--- src/rtl/seg7_pkg.sv ---
// Shared definitions for the 7-segment result display: digit count and
// the hex-to-segment table in active-high {g,f,e,d,c,b,a} form.
package seg7_pkg;

    localparam int unsigned DIGITS = 4;

    typedef logic [1:0] digit_idx_t;
    typedef logic [3:0] nibble_t;
    typedef logic [6:0] seg_t;

    localparam seg_t SEG_TABLE [16] = '{
        7'h3F, 7'h06, 7'h5B, 7'h4F,
        7'h66, 7'h6D, 7'h7D, 7'h07,
        7'h7F, 7'h6F, 7'h77, 7'h7C,
        7'h39, 7'h5E, 7'h79, 7'h71
    };

    function automatic seg_t hex2seg(input nibble_t n);
        return SEG_TABLE[n];
    endfunction

endpackage

--- src/rtl/seg7_decode.sv ---
// Combinational nibble to active-high segment pattern.
module seg7_decode
    import seg7_pkg::*;
(
    input  logic [3:0] i_nibble,
    output logic [6:0] o_seg
);

    always_comb begin
        o_seg = hex2seg(i_nibble);
    end

endmodule

--- src/rtl/seg7_result_display.sv ---
// 4-digit multiplexed hex display of the SoC result bus. The value is
// snapshotted once per scan frame so a frame never mixes old and new digits.
module seg7_result_display
    import seg7_pkg::*;
#(
    parameter int unsigned REFRESH_DIV = 50000,
    parameter int unsigned BLANK_CYC   = 500,
    parameter bit          BLANK_LZ    = 1'b1,
    parameter bit          ACTIVE_LOW  = 1'b1
) (
    input  logic        clk,
    input  logic        reset,
    input  logic [15:0] result,
    input  logic        freeze,
    output logic [3:0]  an,
    output logic [6:0]  seg,
    output logic        dp,
    output logic        frame
);

    localparam int unsigned CNT_W = (REFRESH_DIV > 1) ? $clog2(REFRESH_DIV) : 1;

    localparam logic [3:0] AN_POL  = ACTIVE_LOW ? '1 : '0;
    localparam logic [6:0] SEG_POL = ACTIVE_LOW ? '1 : '0;
    localparam logic       DP_OFF  = ACTIVE_LOW;

    logic [CNT_W-1:0] r_cnt;
    digit_idx_t       r_idx;
    logic [15:0]      r_snap;

    logic             w_frame_start;
    logic             w_wrap;
    logic             w_guard;
    logic             w_lz_blank;
    logic             w_lit;
    nibble_t          w_nibble;
    seg_t             w_seg_hi;
    logic [3:0]       w_an_hi;
    seg_t             w_seg_gated;

    assign w_frame_start = (r_cnt == '0) && (r_idx == '0);
    assign w_wrap        = (r_cnt == CNT_W'(REFRESH_DIV - 1));
    assign w_guard       = (32'(r_cnt) < BLANK_CYC);

    always_comb begin
        w_nibble   = r_snap[3:0];
        w_lz_blank = 1'b0;
        case (r_idx)
            2'd0: w_nibble = r_snap[3:0];
            2'd1: begin
                w_nibble   = r_snap[7:4];
                w_lz_blank = (r_snap[15:4] == '0);
            end
            2'd2: begin
                w_nibble   = r_snap[11:8];
                w_lz_blank = (r_snap[15:8] == '0);
            end
            default: begin
                w_nibble   = r_snap[15:12];
                w_lz_blank = (r_snap[15:12] == '0);
            end
        endcase
        if (!BLANK_LZ) begin
            w_lz_blank = 1'b0;
        end
    end

    seg7_decode u_decode (
        .i_nibble (w_nibble),
        .o_seg    (w_seg_hi)
    );

    // Guard window and suppressed leading zeros both turn the whole digit off.
    assign w_lit       = !w_guard && !w_lz_blank;
    assign w_an_hi     = w_lit ? (4'b0001 << r_idx) : '0;
    assign w_seg_gated = w_lit ? w_seg_hi : '0;

    always_ff @(posedge clk) begin
        if (reset) begin
            r_cnt  <= '0;
            r_idx  <= '0;
            r_snap <= '0;
            an     <= AN_POL;
            seg    <= SEG_POL;
            dp     <= DP_OFF;
            frame  <= 1'b0;
        end else begin
            r_cnt <= w_wrap ? '0 : r_cnt + 1'b1;
            if (w_wrap) begin
                r_idx <= r_idx + 1'b1;
            end
            if (w_frame_start && !freeze) begin
                r_snap <= result;
            end
            frame <= w_frame_start;
            an    <= w_an_hi ^ AN_POL;
            seg   <= w_seg_gated ^ SEG_POL;
            dp    <= DP_OFF;
        end
    end

endmodule
--- config.mk ---
export PLATFORM = sky130hd
export DESIGN_NAME = seg7_result_display
export DESIGN_NICKNAME = d
export VERILOG_FILES = /design/src/rtl/seg7_pkg.sv /design/src/rtl/seg7_decode.sv /design/src/rtl/seg7_result_display.sv
export SDC_FILE = /design/constraint.sdc
export NUM_CORES = 1
export LEC_CHECK = 0
export BUFFER_PORTS_ARGS = -buffer_cell sky130_fd_sc_hd__buf_2
export CORE_AREA = 2 2 48 94
export CTS_BUF_LIST = sky130_fd_sc_hd__clkbuf_16
export DETAILED_ROUTE_END_ITERATION = 6
export DIE_AREA = 0 0 50 96
export PLACE_DENSITY = 0.81
export RECOVER_POWER = 25
export REMOVE_ABC_BUFFERS = 1
export SYNTH_ARGS = -nofsm -noshare
export SYNTH_HDL_FRONTEND = slang
export SYNTH_SLANG_ARGS = --single-unit
--- constraint.sdc ---
create_clock -name clk -period 5 [get_ports clk]
set_input_delay 1.25 -clock clk [delete_from_list [all_inputs] [get_ports clk]]
set_output_delay 1.25 -clock clk [all_outputs]
set_load 0.01 [all_outputs]
* Word level (Yosys, flattened, before mapping)
Memory sizes are Yosys's and may differ from the RTL's.
Cells that the tools add are included.
** Word-level totals
- Flip-flop bits (word level) :: 46
- ROM bits :: 112
- Input port bits :: 19
- Output and inout bits :: 13
- Word-level logic and storage cells :: 36
- Memories kept :: 1
** Memories
- (no name shown) :: depth 16, width 7, read ports 1, clocked after memory_dff 0, write ports 0, line seg7_pkg.sv:19 : return SEG_TABLE[n];
** Operators by class
- Add/subtract/negate cells :: 2
- Magnitude comparators :: 2
- Equal/unequal tests :: 3
- Shift-type cells :: 1
- Muxes and demuxes :: 6
- Bitwise gates (word level) :: 3
- Reductions and logical operators :: 12
** Operators by type and width (number)
- 2-to-1 mux 7 bit :: 3
- adder 16 x 1 -> 16 bit (second input constant) :: 1
- equality test 16 bit (second input constant) :: 1
- logical NOT 16 bit :: 1
- less-than comparator 16 x 9 -> 1 bit (second input constant) :: 1
- logical NOT 12 bit :: 1
- case mux 4 bit (3 select lines) :: 1
- logical NOT 8 bit :: 1
- NOT 7 bit :: 1
- >= comparator 5 bit (second input constant) :: 1
- NOT 4 -> 5 bit :: 1
- logical NOT 4 bit :: 1
- 2-to-1 mux 4 bit :: 1
- NOT 4 bit :: 1
- left shift 1 x 2 -> 4 bit (first input constant) :: 1
- logical AND 1 bit :: 3
- logical NOT 1 bit :: 3
- case mux 1 bit (3 select lines) :: 1
- adder 2 x 1 -> 2 bit (second input constant) :: 1
- equality test 2 x 1 -> 1 bit (second input constant) :: 1
- equality test 2 bit (second input constant) :: 1
- logical NOT 2 bit :: 1
- OR reduction 2 bit :: 1

* Depth between registers and ports, before layout
Gate-level depths: netlist (run 1).
- Depth in word-level cells :: 8
- Gate-level depth with buffers :: 11
- Gate-level depth less buffers :: 11

* By module
Synthesis (run 1) repeated with hierarchy kept, for this count alone.
** Second synthesis, totals
- Cells, all modules :: 262
- Area, all modules :: 2316.0 um^2
** By module, submodules not included
- seg7_result_display :: instances 1, cells each 229, area each 2025.7 um^2, seq. area each 920.9 um^2
- seg7_decode :: instances 1, cells each 33, area each 290.3 um^2, seq. area each 0.0 um^2

* Worst setup path after synthesis (run 1)
Ideal clock, no wire load.
- Kind :: reg2reg
- Start point :: register r_idx[1]
- End point :: register seg[3]
- Setup time :: 129 ps
- Data arrival time :: 2019 ps
- Required time :: 4871 ps
- Setup slack :: 2852 ps
- Stages on the path, launching flop included :: 12
- Path buffers :: 1
- Clock period less this slack :: 2148 ps
- Path through :: dfxtp_1 > ha_1 > clkbuf_2 > inv_1 > a21oi_1 > inv_1 > ha_1 > and3_1 > a31oi_1 > o311ai_0 > mux2i_1 > nand2_1
** On the way
- Cells in the longest elaborated chain, start to end :: 8
- Elaborated cells on any way between the ends :: 13
- Those cells by class :: 2 x eq/ne; 5 x mux; 2 x bitwise; 3 x reduce/logical; 1 x memory
** RTL lines
- start: declaration :: line seg7_result_display.sv:28 : digit_idx_t r_idx;
- start signal: assignment :: line seg7_result_display.sv:90 : r_idx <= r_idx + 1'b1;
- equality test 2 bit (tied with other cells) :: line seg7_result_display.sv:48 : case (r_idx)
- case mux 4 bit (3 select lines) :: line seg7_result_display.sv:48
- NOT 4 -> 5 bit (implied by the code) :: line seg7_pkg.sv:19
- memory (16 x 7 bit)
- 2-to-1 mux 7 bit (implied by the code) (2 in a row) :: line seg7_pkg.sv:19
- 2-to-1 mux 7 bit * :: line seg7_result_display.sv:76 : assign w_seg_gated = w_lit ? w_seg_hi : '0;
- NOT 7 bit (no line) *
- end signal: assignment :: line seg7_result_display.sv:97 : seg <= w_seg_gated ^ SEG_POL;
- end: declaration :: line seg7_result_display.sv:16 : output logic [6:0] seg,
Every way passes the cells marked *; elsewhere a longest branch is shown, timed or not. The select of a mux whose other input is x is not followed.
A chain may end at the register's enable or synchronous reset.

* Worst setup path after layout (run 1)
- Start point :: register r_idx[0]
- End point :: register seg[3]
Same word-level chain as after synthesis.

==> results of run 1 <==
## worst register-to-register path, cell delays in order (launching register included)
cell and delay (ns):
dfxtp_1 0.34, inv_1 0.13, ha_1 0.31, a222oi_1 0.16
a21oi_1 0.43, inv_1 0.20, ha_1 0.27, and3_1 0.19
a31oi_1 0.12, o311ai_0 0.14, mux2i_1 0.15, nand2_1 0.06
## through the flow
| step | instances | instance area (sq um) | util |
|---|---|---|---|
| floorplan | 240 | 2080 | - |
| global placement | 322 | 2290 | 0.560 |
| detailed placement | 322 | 2290 | 0.560 |
| CTS | 330 | 2430 | 0.594 |
| global route | 330 | 2410 | 0.591 |
| finish | 330 | 2410 | 0.591 |
## kinds of logic (layout without fill, tap and decap cells)
family / Yosys count / count (layout) / share of synthesized area
AND/OR/NAND/NOR: 108 / 108 / 0.233
adder cells (fa/ha/maj): 13 / 13 / 0.0763
buffers and inverters: 23 / 50 / 0.0470
multiplexers: 6 / 6 / 0.0329
XOR/XNOR: 15 / 15 / 0.0617
other: 1 / 1 / 0.00176
flip-flops: 46 / 46 / 0.432
AO/OA/AOI/OAI: 39 / 39 / 0.115
## area by class of cell
| type | count | area (sq um) | share of cell area |
|---|---|---|---|
| tap | 52 | 65.1 | 0.0269 |
| clock inverter | 3 | 12.5 | 0.00518 |
| timing repair buffer | 30 | 136 | 0.0565 |
| clock buffer | 5 | 125 | 0.0518 |
| inverter | 12 | 45.0 | 0.0187 |
| sequential | 46 | 921 | 0.381 |
| multi-input combinational | 182 | 1110 | 0.460 |
## path summary, 6_finish.rpt
kind / from / to / slack (ns)
min reg2reg: r_snap[0]$_SDFFE_PP0P_ / r_snap[0]$_SDFFE_PP0P_ / 0.46
max reg2reg: r_idx[0]$_SDFFE_PP0P_ / seg[3]$_SDFF_PP1_ / 2.36
min: r_snap[0]$_SDFFE_PP0P_ / r_snap[0]$_SDFFE_PP0P_ / 0.46
max: r_idx[0]$_SDFFE_PP0P_ / seg[3]$_SDFF_PP1_ / 2.36
## sequential cells by signal, indices dropped and copies added, names as in the netlist
register / count
an: 4
r_snap: 16
r_idx: 2
seg: 7
frame: 1
r_cnt: 16
## routing by layer
metal  vias to the layer above  routed length [um]  part of all wire
met3                        17                 125             0.028
li1                        905                   -                 -
met4                         0                 188             0.042
met5                         -                   0                 0
met1                       821                1550              0.34
met2                        35                2640              0.59
## power breakdown
part / leakage (nW) / switching, W / internal (W)
combinational: 0.487 / 0.0000412 / 0.0000287
sequential: 0.374 / 0.00000938 / 0.000378
clock: 0.0724 / 0.000132 / 0.000181
## layout by cell type, fill, tap and decap left out, types with 2 or more instances in the layout
master	synthesis	layout
nor3_2	2	2
buf_2	4	19
ha_1	13	13
nand2_1	44	44
o221ai_1	4	4
inv_1	12	13
nor2_1	28	28
mux2i_1	3	3
nand4_1	6	6
xnor2_1	8	8
nand2b_1	2	2
nor3_1	6	6
nor2b_1	2	2
clkbuf_16	0	5
a21oi_1	22	22
or3_1	2	2
clkbuf_1	4	11
and3_1	2	2
dfxtp_1	46	46
nand3_1	7	7
a222oi_1	3	3
o21ai_0	2	2
nor4_1	3	3
xor2_1	7	7
==> flow_summary.toml, run 1 <==
[clocking]
cts_tree = "done"
cts_buffers = 5
cts.htree.levels = 2
hold_buffers = 0
cts.sinks = 46
post_cts_buffers = 0
clk_latency_ns = 0.29
clockBufferDepth = 2
root_buffer = "clkbuf_16"
postCtsResizedCells = 0
clkTransAtPathRegs_ns = 0.06

[grt]
grtUsageMet2 = 0.432
grt_pass1_wl_um = 7600
antenna_found_initial = 0
grt.busiest_layer = "met2"
grt_pass1_vias = 1824
grtUsageMet3 = 0.0419
met1_usage = 0.174
grt_max_degree = 22
grt_overflow = 0
grtUsageTotal = 0.214

[timing]
final-max-slew-violation-count = 0
slew_headroom = 0.267
rsz0062_at_grt = "no"
tightest_slew_ns = 1.09
setup_violations = 0
post-route-min-period_ns = 2.64
holdWs_ns = 0.455
tns_ns = 0
fin_skew_ns = 0.00297
timing.final.crit_share = 0.529
layout_setup_ws_ns = 2.36
finalHoldViolations = 0
clock.fmax_ghz = 0.378

[place]
placement.setup.worst_slack_ns = 2.09
gp_congestion = 0.855
dp_hpwl_um = 3370
port_buffers = 30

[critical_path]
critPathKind = "reg -> reg"
crit_family = "compound AO/OA/AOI/OAI gates"
max_stage_delay_ns = 0.43
crit_path_end_kind = "flop"
cp_data_arrival_time_ns = 2.77
crit_slowest_cell = "a21oi_1"
reg2regPathDepth = 11
worst_ep_required_time_ns = 5.13
crit_cells = 11
cp-start-kind = "flop"
path_cells = "inv_1 -> ha_1 -> a222oi_1 -> a21oi_1 -> inv_1 -> ha_1 -> and3_1 -> a31oi_1 -> o311ai_0 -> mux2i_1 -> nand2_1"
cp_max_fo = 6
cp_num_buf_inv = 2

[route]
ant_nets = 0
drt_pass1_iterations = 4
drc = 0
finalWirelength_um = 4500
vias = 1778
viasPerCell = 5.39
wl_per_cell_um = 13.6
drt_iter0_markers = 37

[status]
status = "finished, final reports clean"

[floorplan]
start_util = 0.521
fp-row-count = 33
die-area_sq_um = 4800
fp.coreArea_sq_um = 4090
die_w_um = 50
die_h_um = 96
io_pins = 32

[synth]
yosysTopAreaCell = "dfxtp_1"
syn_area_per_cell_sq_um = 8.49
ys_top_cells_by_area = "dfxtp_1 (43%), nand2_1 (7.8%), ha_1 (7.6%)"
ys_async_sr_fraction = 0
synth.top_cell.area_share = 0.432
ys_ff_latch = 46
synthCells = 251
synth_area_sq_um = 2130
ys_types = 41
synth_most_common_cell = "dfxtp_1"
synth_edf_count = 0
seq_area_frac_synth = 0.432
yosys_warnings = 0
synth_common_cells = "dfxtp_1 (46), nand2_1 (44), nor2_1 (28), a21oi_1 (22), ha_1 (13)"
synth_ff_type = "dfxtp_1"

[layout]
nets = 309
n_fill_cell = 397
areaGrowthSynthToFinish_pct = 13.3
diodes = 0
layout-drive-gt1-share = 0.108

[worst_hold_path]
holdPathStages = 2
hold_class = "reg -> reg"

[job]
drv_cap = 0

[power_and_ir_drop]
finalPower_w = 0.000770
powerDensity_nw_per_um2 = 319
p_leak_nw = 0.933
vdd_drop_max_mv = 0.255
(Power assumes the default switching activity.)
==> run 2, diff against run 1 <==
==> constraint.sdc (replaced) <==
create_clock -name clk -period 2.8 [get_ports clk]
set_input_delay 0.7 -clock clk [delete_from_list [all_inputs] [get_ports clk]]
set_output_delay 0.7 -clock clk [all_outputs]
set_load 0.01 [all_outputs]
==> run 2 against run 1 <==
- total power up 110%
- combinational power up 80%
- critical path depth down 1
- register-to-register slack worse by 2.0 ns
- fmax up 8.3%
- sequential share of layout area down 1.1 points
- design area up 2.9%
- hold slack better by 0.0052 ns
- utilization up 1.7 points
- setup slack worse by 2.0 ns
- highest routed layer unchanged
==> flow_summary.toml, run 2 (synthesis results as in run 1) <==
[grt]
antenna_found_initial = 0
grt_max_degree = 22
grt_overflow = 0
grtUsageTotal = 0.214
grt_pass1_wl_um = 7690
grt_pass1_vias = 1764

[route]
drt_pass1_iterations = 4
wl_per_cell_um = 14.0
vias = 1768
drt_iter0_markers = 36
viasPerCell = 5.33
ant_nets = 0
finalWirelength_um = 4640
drc = 0

[timing]
layout_setup_ws_ns = 0.359
finalHoldViolations = 0
tns_ns = 0
post-route-min-period_ns = 2.44
slew_headroom = 0.583
setup_violations = 0
fin_skew_ns = 0.00651
tightest_slew_ns = 0.623
rsz0062_at_grt = "no"
timing.final.crit_share = 0.872
clock.fmax_ghz = 0.410
final-max-slew-violation-count = 0

[clocking]
cts_tree = "done"
hold_buffers = 0
postCtsResizedCells = 0
clkTransAtPathRegs_ns = 0.06
cts.sinks = 46
cts.htree.levels = 2
root_buffer = "clkbuf_16"
cts_buffers = 5
clockBufferDepth = 2
post_cts_buffers = 0
clk_latency_ns = 0.29

[power_and_ir_drop]
netSwitchingPower_w = 0.000340
swShare = 0.215
p_comb_frac = 0.080
vdd_drop_max_mv = 0.542
p_clk_frac = 0.481
p_leak_nw = 0.964
power_frac_seq = 0.439
p_int_w = 0.00124
powerDensity_nw_per_um2 = 636

[layout]
final_area_sq_um = 2480
mostFrequentLayoutCells = "dfxtp_1 (46), nand2_1 (44), nor2_1 (28)"
nets = 311
diodes = 0
layout-drive-gt1-share = 0.118
final_util = 0.608
reg.largest.list = "r_cnt x16, r_snap x16, seg x7"
areaGrowthSynthToFinish_pct = 16.6
final_common_cell = "dfxtp_1"

[place]
gp_congestion = 0.902
placement.setup.worst_slack_ns = 0.370
dp_hpwl_um = 3510
placed_area_sq_um = 2310
port_buffers = 30

[critical_path]
worst_ep_required_time_ns = 2.98
r2r-start = "r_idx[1]$_SDFFE_PP0P_"
cp_data_arrival_time_ns = 2.62
reg2regPathDepth = 10
crit_family = "compound AO/OA/AOI/OAI gates"
r2r_slack_ns = 0.36
crit_slowest_cell = "dfxtp_1"
critPathKind = "reg -> reg"
path_cells = "ha_1 -> inv_1 -> a21oi_1 -> inv_1 -> ha_1 -> and3_1 -> a31oi_1 -> o311ai_0 -> mux2i_1 -> nand2_1"
max_stage_delay_ns = 0.40
crit_path_end_kind = "flop"
cp_num_buf_inv = 2
cp-start-kind = "flop"
r2r_end = "seg[3]$_SDFF_PP1_"
cp_max_fo = 9

[floorplan]
die_h_um = 96
fp.coreArea_sq_um = 4090
die_w_um = 50
fp-row-count = 33
die-area_sq_um = 4800
start_util = 0.521
io_pins = 32

[job]
drv_cap = 0

[worst_hold_path]
hold_path_end = "r_snap[3]$_SDFFE_PP0P_"
hold_class = "reg -> reg"
holdPathStages = 2
hold_start = "r_snap[3]$_SDFFE_PP0P_"

[status]
status = "finished, final reports clean"
==> run 2: changes by cell type in the layout (fill, tap and decap cells not counted), sizes merged <==
| cell | change |
|---|---|
| buf | +1 |
| bufinv | +2 |
| clkbuf | +1 |
| clkinv | -1 |
| inv | -1 |
==> run 2: worst register-to-register path, cell delays in order (launching register included) <==
cell and delay (ns):
dfxtp_1 0.40, ha_1 0.33, inv_1 0.18, a21oi_1 0.36, inv_1 0.17, ha_1 0.25, and3_1 0.18, a31oi_1 0.13
o311ai_0 0.13, mux2i_1 0.14, nand2_1 0.07
==> run 2: routing by layer <==
| metal | wire [um] | up-vias | global-route usage | share of wire |
|---|---|---|---|---|
| met5 | 0 | - | 0 | 0 |
| met4 | 133 | 0 | 0.118 | 0.029 |
| met3 | 114 | 10 | 0.0404 | 0.025 |
| met2 | 2720 | 27 | 0.428 | 0.59 |
| met1 | 1680 | 825 | 0.191 | 0.36 |
| li1 | - | 906 | - | - |
==> run 2: worst max path at each step <==
stage	from	endpoint	slack [ns]	cells after the start
global placement	r_idx[1]$_SDFFE_PP0P_	seg[3]$_SDFF_PP1_	0.47	10
finish	r_idx[1]$_SDFFE_PP0P_	seg[3]$_SDFF_PP1_	0.36	10
global route	r_idx[1]$_SDFFE_PP0P_	seg[3]$_SDFF_PP1_	0.19	10
detailed placement	r_idx[1]$_SDFFE_PP0P_	seg[3]$_SDFF_PP1_	0.37	10
floorplan	r_idx[0]$_SDFFE_PP0P_	seg[3]$_SDFF_PP1_	0.63	11
CTS	r_idx[1]$_SDFFE_PP0P_	seg[3]$_SDFF_PP1_	0.37	10
==> run 2: layout make-up <==
type,instances,area (sq um)
repair buffers,32,150
inverters,12,45.0
clock inverters,3,68.8
multi-input cells,182,1110
flip-flops and latches,46,921
well taps,52,65.1
fillers,377,1600
clock buffers,5,125
==> run 2: power groups by stage <==
| stage | Sequential, W | Clock, W | Combinational [W] |
|---|---|---|---|
| 4_1_cts | 0.000693 | 0.000777 | 0.000127 |
| 2_1_floorplan | 0.000702 | 0 | 0.0000845 |
| 3_5_place_dp | 0.000708 | 0 | 0.000126 |
| 3_3_place_gp | 0.000707 | 0 | 0.000124 |
| 6_report | 0.000693 | 0.000761 | 0.000126 |
| 5_1_grt | 0.000695 | 0.000805 | 0.000143 |
==> run 2: metrics by stage <==
step / hold WS [ns] / power [W] / cells
3_5_place_dp: 0.453 / 0.000834 / 324
5_1_grt: 0.486 / 0.00164 / 332
2_1_floorplan: 0.425 / 0.000786 / 240
6_report: 0.461 / 0.00158 / 332
3_3_place_gp: 0.449 / 0.000831 / 324
4_1_cts: 0.466 / 0.00160 / 332
==> run 3, diff against run 2 <==
--- a/config.mk
+++ b/config.mk
@@ -6,11 +6,13 @@
 export NUM_CORES = 1
 export LEC_CHECK = 0
 export BUFFER_PORTS_ARGS = -buffer_cell sky130_fd_sc_hd__buf_2
-export CORE_AREA = 2 2 48 94
-export CTS_BUF_LIST = sky130_fd_sc_hd__clkbuf_16
+export CELL_PAD_IN_SITES_DETAIL_PLACEMENT = 2
+export CELL_PAD_IN_SITES_GLOBAL_PLACEMENT = 2
+export CORE_AREA = 2 2 59 116
+export CTS_BUF_LIST = sky130_fd_sc_hd__clkbuf_8
 export DETAILED_ROUTE_END_ITERATION = 6
-export DIE_AREA = 0 0 50 96
-export PLACE_DENSITY = 0.81
+export DIE_AREA = 0 0 61 118
+export PLACE_DENSITY = 0.86
 export RECOVER_POWER = 25
 export REMOVE_ABC_BUFFERS = 1
 export SYNTH_ARGS = -nofsm -noshare
==> run 3 against run 2 <==
- non-clock buffer count stayed put
- critical path type unchanged
- sequential power hardly changed
- register-to-register slack worse by 0.09 ns
- combinational power rose by 7%
- die area increased by 50%
- fmax shrank 3.7%
- routed wire length is 29% higher
- first-iteration DRC count up 5.6%
- clock-buffer cell count stayed put
==> flow_summary.toml, run 3 (synthesis results as in run 1) <==
[status]
status = "finished, final reports clean"

[clocking]
clkTransAtPathRegs_ns = 0.08
cts_buffers = 5
clk_latency_ns = 0.30
clockBufferDepth = 2
postCtsResizedCells = 0
hold_buffers = 0
post_cts_buffers = 0
cts_tree = "done"
cts.htree.levels = 2
cts.sinks = 46
root_buffer = "clkbuf_8"

[place]
dp_hpwl_um = 4860
post-place-cells = 358
gp_congestion = 0.819
port_buffers = 30

[worst_hold_path]
hold_class = "reg -> reg"
holdPathStages = 2

[layout]
mostFrequentLayoutCells = "dfxtp_1 (46), nand2_1 (44), nor2_1 (28)"
multi_input_area_sq_um = 1110
register_area_sq_um = 921
reg.largest.list = "r_cnt x16, r_snap x16, seg x7"
n_fill_cell = 758
finalNonFillerCells = 365
final_common_cell = "dfxtp_1"
areaGrowthSynthToFinish_pct = 13.3
diodes = 0
layout-drive-gt1-share = 0.111
nets = 311

[critical_path]
cp_data_arrival_time_ns = 2.72
crit_path_end_kind = "flop"
critPathKind = "reg -> reg"
reg2regPathDepth = 9
cp-start-kind = "flop"
cp_max_fo = 6
worst_ep_required_time_ns = 2.99

[floorplan]
die_w_um = 61
die_h_um = 118
fp-row-count = 41
die-area_sq_um = 7200
fp.coreArea_sq_um = 6310
io_pins = 32
start_util = 0.338

[route]
drc = 0
viasPerCell = 5.14
ant_nets = 0
wl_per_cell_um = 16.4
drt_pass1_iterations = 5
finalWirelength_um = 5990
drt_iter0_markers = 38
vias = 1876

[timing]
slew_headroom = 0.568
post-route-min-period_ns = 2.54
tns_ns = 0
fin_skew_ns = 0.00823
tightest_slew_ns = 0.648
final-max-slew-violation-count = 0
rsz0062_at_grt = "no"
timing.final.crit_share = 0.905
clock.fmax_ghz = 0.394
finalHoldViolations = 0
setup_violations = 0

[power_and_ir_drop]
p_leak_nw = 0.917
powerDensity_nw_per_um2 = 500
vdd_drop_max_mv = 0.187

[grt]
grtUsageTotal = 0.186
grt_pass1_vias = 2036
grt_overflow = 0
grt_pass1_wl_um = 9840
antenna_found_initial = 0
grt_max_degree = 22

[job]
drv_cap = 0
## run 3: cell types whose count changed in the layout (fill, tap and decap cells not counted)
cell       change
inv_1          +2
bufinv_16      -2
clkinv_4       -1
a21oi_2        +1
a21oi_1        -1
clkbuf_16      -5
clkbuf_8       +5
## run 3: critical path, stage by stage (launching register included)
cell,delay (ns)
dfxtp_1,0.40
inv_1,0.11
ha_1,0.30
a222oi_1,0.51
a21oi_2,0.18
inv_1,0.17
ha_1,0.26
mux2_4,0.27
mux2i_1,0.15
nand2_1,0.07
## run 3: path summary, 6_finish.rpt
| check | startpoint | to | slack, ns |
|---|---|---|---|
| hold / removal | r_snap[2]$_SDFFE_PP0P_ | r_snap[2]$_SDFFE_PP0P_ | 0.48 |
| setup / recovery | r_idx[0]$_SDFFE_PP0P_ | seg[3]$_SDFF_PP1_ | 0.26 |
| hold reg to reg | r_snap[2]$_SDFFE_PP0P_ | r_snap[2]$_SDFFE_PP0P_ | 0.48 |
| setup reg to reg | r_idx[0]$_SDFFE_PP0P_ | seg[3]$_SDFF_PP1_ | 0.26 |
## run 3: where the power goes
group	internal, W	switching (W)	leakage (nW)
Combinational	0.0000538	0.0000817	0.496
Clock	0.000165	0.000212	0.0466
Sequential	0.000674	0.0000203	0.374
## run 3: routing by layer
layer	vias up	track usage	wire, um	share of wire
met1	925	0.165	1980	0.33
met5	-	0	0	0
li1	901	-	-	-
met2	36	0.360	3650	0.61
met4	0	0.0938	233	0.039
met3	14	0.0330	117	0.020
## run 3: stage by stage
| step | setup WS [ns] | power [W] | util | area (sq um) | hold slack (ns) |
|---|---|---|---|---|---|
| finish | 0.265 | 0.00121 | 0.383 | 2410 | 0.476 |
| global route | 0.00290 | 0.00126 | 0.383 | 2410 | 0.513 |
| global placement | 0.420 | 0.000840 | 0.372 | 2350 | 0.459 |
| CTS | 0.193 | 0.00122 | 0.384 | 2420 | 0.483 |
| detailed placement | 0.227 | 0.000849 | 0.372 | 2350 | 0.472 |
| floorplan | 0.630 | 0.000786 | - | 2080 | 0.425 |
## run 3: layout make-up
cell class                      count  share of cell area
Multi-Input combinational cell    182               0.461
Sequential cell                    46               0.382
Timing Repair Buffer               32              0.0622
Tap cell                           86              0.0446
Clock buffer                        5              0.0285
Inverter                           12              0.0187
Clock inverter                      2             0.00311
